<file path="src/rtl/led_trail_fader.sv">
// PWM LED driver with comet-trail fade: a lit input LED jumps to full brightness,
// then its level decays linearly on a prescaled tick once the input drops.
module led_trail_fader #(
    parameter int NLED       = 8,
    parameter int PWM_BITS   = 8,
    parameter int DECAY_DIV  = 65536,
    parameter int DECAY_STEP = 16
) (
    input  logic            i_clk,
    input  logic            i_reset_n,
    input  logic [NLED-1:0] i_led,
    output logic [NLED-1:0] o_led,
    output logic            o_busy
);

    localparam logic [PWM_BITS-1:0] MAX      = {PWM_BITS{1'b1}};
    localparam logic [PWM_BITS-1:0] STEP     = PWM_BITS'(DECAY_STEP);
    localparam int                  DIV_W    = (DECAY_DIV > 1) ? $clog2(DECAY_DIV) : 1;
    localparam logic [DIV_W-1:0]    DIV_LAST = DIV_W'(DECAY_DIV - 1);

    logic [PWM_BITS-1:0] level_reg  [NLED];
    logic [PWM_BITS-1:0] level_next [NLED];
    logic [PWM_BITS-1:0] pwm_cnt_reg;
    logic [DIV_W-1:0]    div_cnt_reg;
    logic [DIV_W-1:0]    div_cnt_next;
    logic [NLED-1:0]     o_led_reg;
    logic [NLED-1:0]     o_led_next;
    logic                o_busy_reg;
    logic                o_busy_next;
    logic [NLED-1:0]     level_nz;
    logic                tick;

    // With DECAY_DIV=1 the counter sits at 0 == DIV_LAST, so tick fires every cycle.
    assign tick         = (div_cnt_reg == DIV_LAST);
    assign div_cnt_next = tick ? '0 : div_cnt_reg + 1'b1;

    genvar gi;
    generate
        for (gi = 0; gi < NLED; gi++) begin : g_led
            // Reload beats decay; decay saturates at zero instead of wrapping.
            assign level_next[gi] = i_led[gi] ? MAX :
                                    !tick     ? level_reg[gi] :
                                    (level_reg[gi] >= STEP) ? level_reg[gi] - STEP :
                                    '0;

            assign o_led_next[gi] = (level_reg[gi] == MAX) | (pwm_cnt_reg < level_reg[gi]);
            assign level_nz[gi]   = (level_reg[gi] != '0);
        end
    endgenerate

    assign o_busy_next = |level_nz;

    always_ff @(posedge i_clk or negedge i_reset_n) begin
        if (!i_reset_n) begin
            for (int i = 0; i < NLED; i++) begin
                level_reg[i] <= '0;
            end
            pwm_cnt_reg <= '0;
            div_cnt_reg <= '0;
            o_led_reg   <= '0;
            o_busy_reg  <= 1'b0;
        end else begin
            level_reg   <= level_next;
            pwm_cnt_reg <= pwm_cnt_reg + 1'b1;
            div_cnt_reg <= div_cnt_next;
            o_led_reg   <= o_led_next;
            o_busy_reg  <= o_busy_next;
        end
    end

    assign o_led  = o_led_reg;
    assign o_busy = o_busy_reg;

endmodule

</file>
<file path="config.mk">
export PLATFORM = sky130hd
export DESIGN_NAME = led_trail_fader
export DESIGN_NICKNAME = d
export VERILOG_FILES = /design/src/rtl/led_trail_fader.sv
export SDC_FILE = /design/constraint.sdc
export NUM_CORES = 1
export LEC_CHECK = 0
export ABC_AREA = 1
export BUFFER_PORTS_ARGS = -buffer_cell sky130_fd_sc_hd__buf_2
export CORE_AREA = 2 2 130 132
export CTS_CLUSTER_SIZE = 10
export DETAILED_ROUTE_END_ITERATION = 8
export DIE_AREA = 0 0 132 134
export GPL_TIMING_DRIVEN = 0
export SETUP_SLACK_MARGIN = 0.05
export SLEW_MARGIN = 20
export SYNTH_ARGS = -nofsm -noshare
export SYNTH_HDL_FRONTEND = slang
export SYNTH_SLANG_ARGS = --single-unit
</file>
<file path="constraint.sdc">
create_clock -name i_clk -period 2.3 [get_ports i_clk]
set_input_delay 0.23 -clock i_clk [delete_from_list [all_inputs] [get_ports i_clk]]
set_output_delay 0.23 -clock i_clk [all_outputs]
set_load 0.1 [all_outputs]
</file>
==> flow_summary.json <==
{
  "run_status": "finished clean",
  "cp_cell_sequence": "ha_1, nand2_1, nor2_4, inv_2, nor2_8, nand2_4, buf_6, nand2_1, nand2_1",
  "cts_post_setup_buffers_inserted": 0,
  "setup_viol_count_final": 0,
  "drive_gt1_share_pct": 7.02,
  "drt_pass1_iterations": 5,
  "dieArea_um2": 17700,
  "syn-cell-area_um2": 5570,
  "areaGrowthSynthToFinish_pct": 12.6,
  "core-area_um2": 16300,
  "diodes": 0,
  "layout_min_cycle_time_ps": 1720,
  "groute.layer.met2.usage_pct": 24.9,
  "ff_latch_area_um2": 1830,
  "die_h_um": 134,
  "grt_setup_unrepaired": "false",
  "ant_nets": 0,
  "vias": 4664,
  "max_freq_mhz": 580,
  "slew_viol_final": 0,
  "ys_warn_count": 0,
  "synth.distinct_cells": 21,
  "ys_ff_latch": 73,
  "grt-busiest-layer": "met2",
  "max_cap_viol_count": 0,
  "buffer_ports.inserted": 18,
  "place_area_um2": 5960,
  "worst_margin_slew_ps": 603,
  "final_area_um2": 6270,
  "worst_ep_required_time_ps": 2530,
  "number_of_buffers_between_clock_root_and_the_deepest_sink": 2,
  "clock-root-buffer": "sky130_fd_sc_hd__clkbuf_16",
  "hold_violations": 0,
  "avgSynthCellArea_um2": 7.16,
  "detail_route.wl_per_cell_um": 12.2,
  "synthesis.nets": 869,
  "worst_hold_check_path_type": "in -> reg",
  "post_drt_via_cell_ratio": 4.52,
  "h-tree-depth": 3,
  "row_count": 47,
  "cp_slowest_stage_delay_ps": 380,
  "layout.cells.most_common": "sky130_fd_sc_hd__nand2_1",
  "grt_first_pass_wirelength_um": 21600,
  "initial_core_util_pct": 34.2,
  "cpLargestDelayFamily": "simple AND/OR/NAND/NOR gates",
  "antenna_found_initial": 0,
  "seq_area_frac_synth_pct": 32.8,
  "dpl.cell_count": 1016,
  "io_pins": 19,
  "worst-path-buf-inv": 2,
  "dominantRegCellSynth": "sky130_fd_sc_hd__dfrtp_1",
  "detail_route.wirelength_um": 12500,
  "grtUsageTotal_pct": 15.4,
  "use_met1_pct": 20.9,
  "tritoncts_clock_tree": "yes",
  "yosys-top-cells-area": "sky130_fd_sc_hd__dfrtp_1, sky130_fd_sc_hd__nand2_1, sky130_fd_sc_hd__ha_1",
  "worst-path-max-fanout": 10,
  "drt-initial-drc-count": 244,
  "clock_skew_ps": 6.81,
  "mostFrequentLayoutCells": "sky130_fd_sc_hd__nand2_1, sky130_fd_sc_hd__inv_1, sky130_fd_sc_hd__ha_1",
  "report.power.total_uw": 2900,
  "timing.critical_path.from_type": "register",
  "global_route.overflow_total": 0,
  "postSynth.asyncResetShare_pct": 100,
  "drcViolationCount": 0,
  "inserted_clock_buffers": 9,
  "worst_slack_ps": 576,
  "crit_path_arrival_time_ps": 1960,
  "crit_top_cell": "sky130_fd_sc_hd__nand2_1",
  "crit_type": "reg -> reg",
  "tritoncts_num_sinks": 73,
  "p_leak_uw": 0.00375,
  "grt_max_degree": 52,
  "post_cts_resize_count": 0,
  "worst_skew_pair.late_latency_ps": 340,
  "grt_pass1_vias": 4328,
  "power.density_nw_per_um2": 463,
  "timing.critical_path.slowest_stage_cell": "sky130_fd_sc_hd__dfrtp_1",
  "pre_cts_slack_ps": 553,
  "path_clk_slew_ps": 60,
  "ir_worst_vdd_mv": 0.316,
  "die_width_um": 132,
  "footprint_of_the_multi_input_gates_um2": 3320,
  "layout.nets": 900,
  "yosysTopAreaCell": "sky130_fd_sc_hd__dfrtp_1",
  "finalWeightedCongestion": 0.792,
  "grt_util_met3_pct": 2.19,
  "largest_reg_flops": 40,
  "totalNegativeSetupSlack_ps": 0,
  "cp-end-kind": "register",
  "dpl_hpwl_um": 8880,
  "synth_enable_flop_cells": 0,
  "filler_cell_count": 1710,
  "synthCells": 777,
  "timing.slew.headroom_pct": 59.8,
  "period_share_pct": 75.0,
  "portion_of_synthesized_cell_area_occupied_by_the_leading_cell_type_pct": 32.8,
  "stdcell_count": 1032
}
[per-stage QoR]
stage,util [%],hold WS [ps]
after floorplan,-,-65.6
after global routing,38.5,204
final,38.5,177
after global placement,36.4,483
after CTS,38.5,172
after detailed placement,36.6,158
[report_power, final]
part	internal [µW]	leakage, µW	switching (µW)
logic	47.2	0.00285	92.7
registers	1300	0.000755	23.7
clock network	890	0.000148	549
[cell families (layout without fill, tap and decap cells)]
| kind of cell | Yosys count | count (layout) | synth area share, % |
|---|---|---|---|
| simple gates | 465 | 465 | 35.3 |
| xor+xnor | 13 | 13 | 2.05 |
| compound gates | 36 | 36 | 3.87 |
| fa+ha+maj | 82 | 82 | 18.4 |
| buf+inv | 108 | 143 | 7.55 |
| flops | 73 | 73 | 32.8 |
[final cells by class]
cell class                 count  area share [%]
multi-input combinational    596            52.9
sequential                    73            29.1
inverter                     106            6.35
tap                          220            4.39
clock buffer                  12            4.09
timing repair buffer          20            2.08
clock inverter                 3           0.639
buffer                         2           0.359
[final timing paths]
path                           startpoint             end  slack [ps]  cells after the start
setup / recovery           div_cnt_reg[0]   level_reg[15]         580                      9
hold / removal                   i_led[7]    level_reg[2]         180                      3
setup reg to reg           div_cnt_reg[0]   level_reg[15]         580                      9
hold reg to reg            div_cnt_reg[0]  div_cnt_reg[0]         480                      1
max in group asynchronous       i_reset_n   level_reg[47]        1380                      3
min in group asynchronous       i_reset_n  div_cnt_reg[0]         330                      2
[synth_stat cells, types with 3 or more instances]
| cell | instances |
|---|---|
| sky130_fd_sc_hd__a21oi_1 | 17 |
| sky130_fd_sc_hd__dfrtp_1 | 73 |
| sky130_fd_sc_hd__ha_1 | 82 |
| sky130_fd_sc_hd__inv_1 | 103 |
| sky130_fd_sc_hd__nand2_1 | 308 |
| sky130_fd_sc_hd__nand2_4 | 4 |
| sky130_fd_sc_hd__nand3_1 | 46 |
| sky130_fd_sc_hd__nand4_1 | 13 |
| sky130_fd_sc_hd__nor2_1 | 69 |
| sky130_fd_sc_hd__nor2_4 | 3 |
| sky130_fd_sc_hd__nor2_8 | 3 |
| sky130_fd_sc_hd__nor3_1 | 17 |
| sky130_fd_sc_hd__o21ai_0 | 9 |
| sky130_fd_sc_hd__o21ai_2 | 8 |
| sky130_fd_sc_hd__xor2_1 | 12 |
[worst register-to-register path, cell delays in order (launching register included)]
cell and delay, ps:
sky130_fd_sc_hd__dfrtp_1 380, sky130_fd_sc_hd__ha_1 200, sky130_fd_sc_hd__nand2_1 110, sky130_fd_sc_hd__nor2_4 160
sky130_fd_sc_hd__inv_2 80, sky130_fd_sc_hd__nor2_8 230, sky130_fd_sc_hd__nand2_4 140, sky130_fd_sc_hd__buf_6 180
sky130_fd_sc_hd__nand2_1 60, sky130_fd_sc_hd__nand2_1 50
[per-layer routing]
layer,part of all wire (%),vias up,wire [µm]
met3,3.4,14,423
li1,-,2508,-
met1,51,2075,6340
met5,0,-,0
met2,44,67,5550
met4,1.8,0,227
[repair_timing]
action	4_1_cts	5_1_grt
endpoints found under the hold margin	22	0
hold buffers	1	0
endpoints found under the setup margin	0	0
Power figures use the tool's default switching activity.
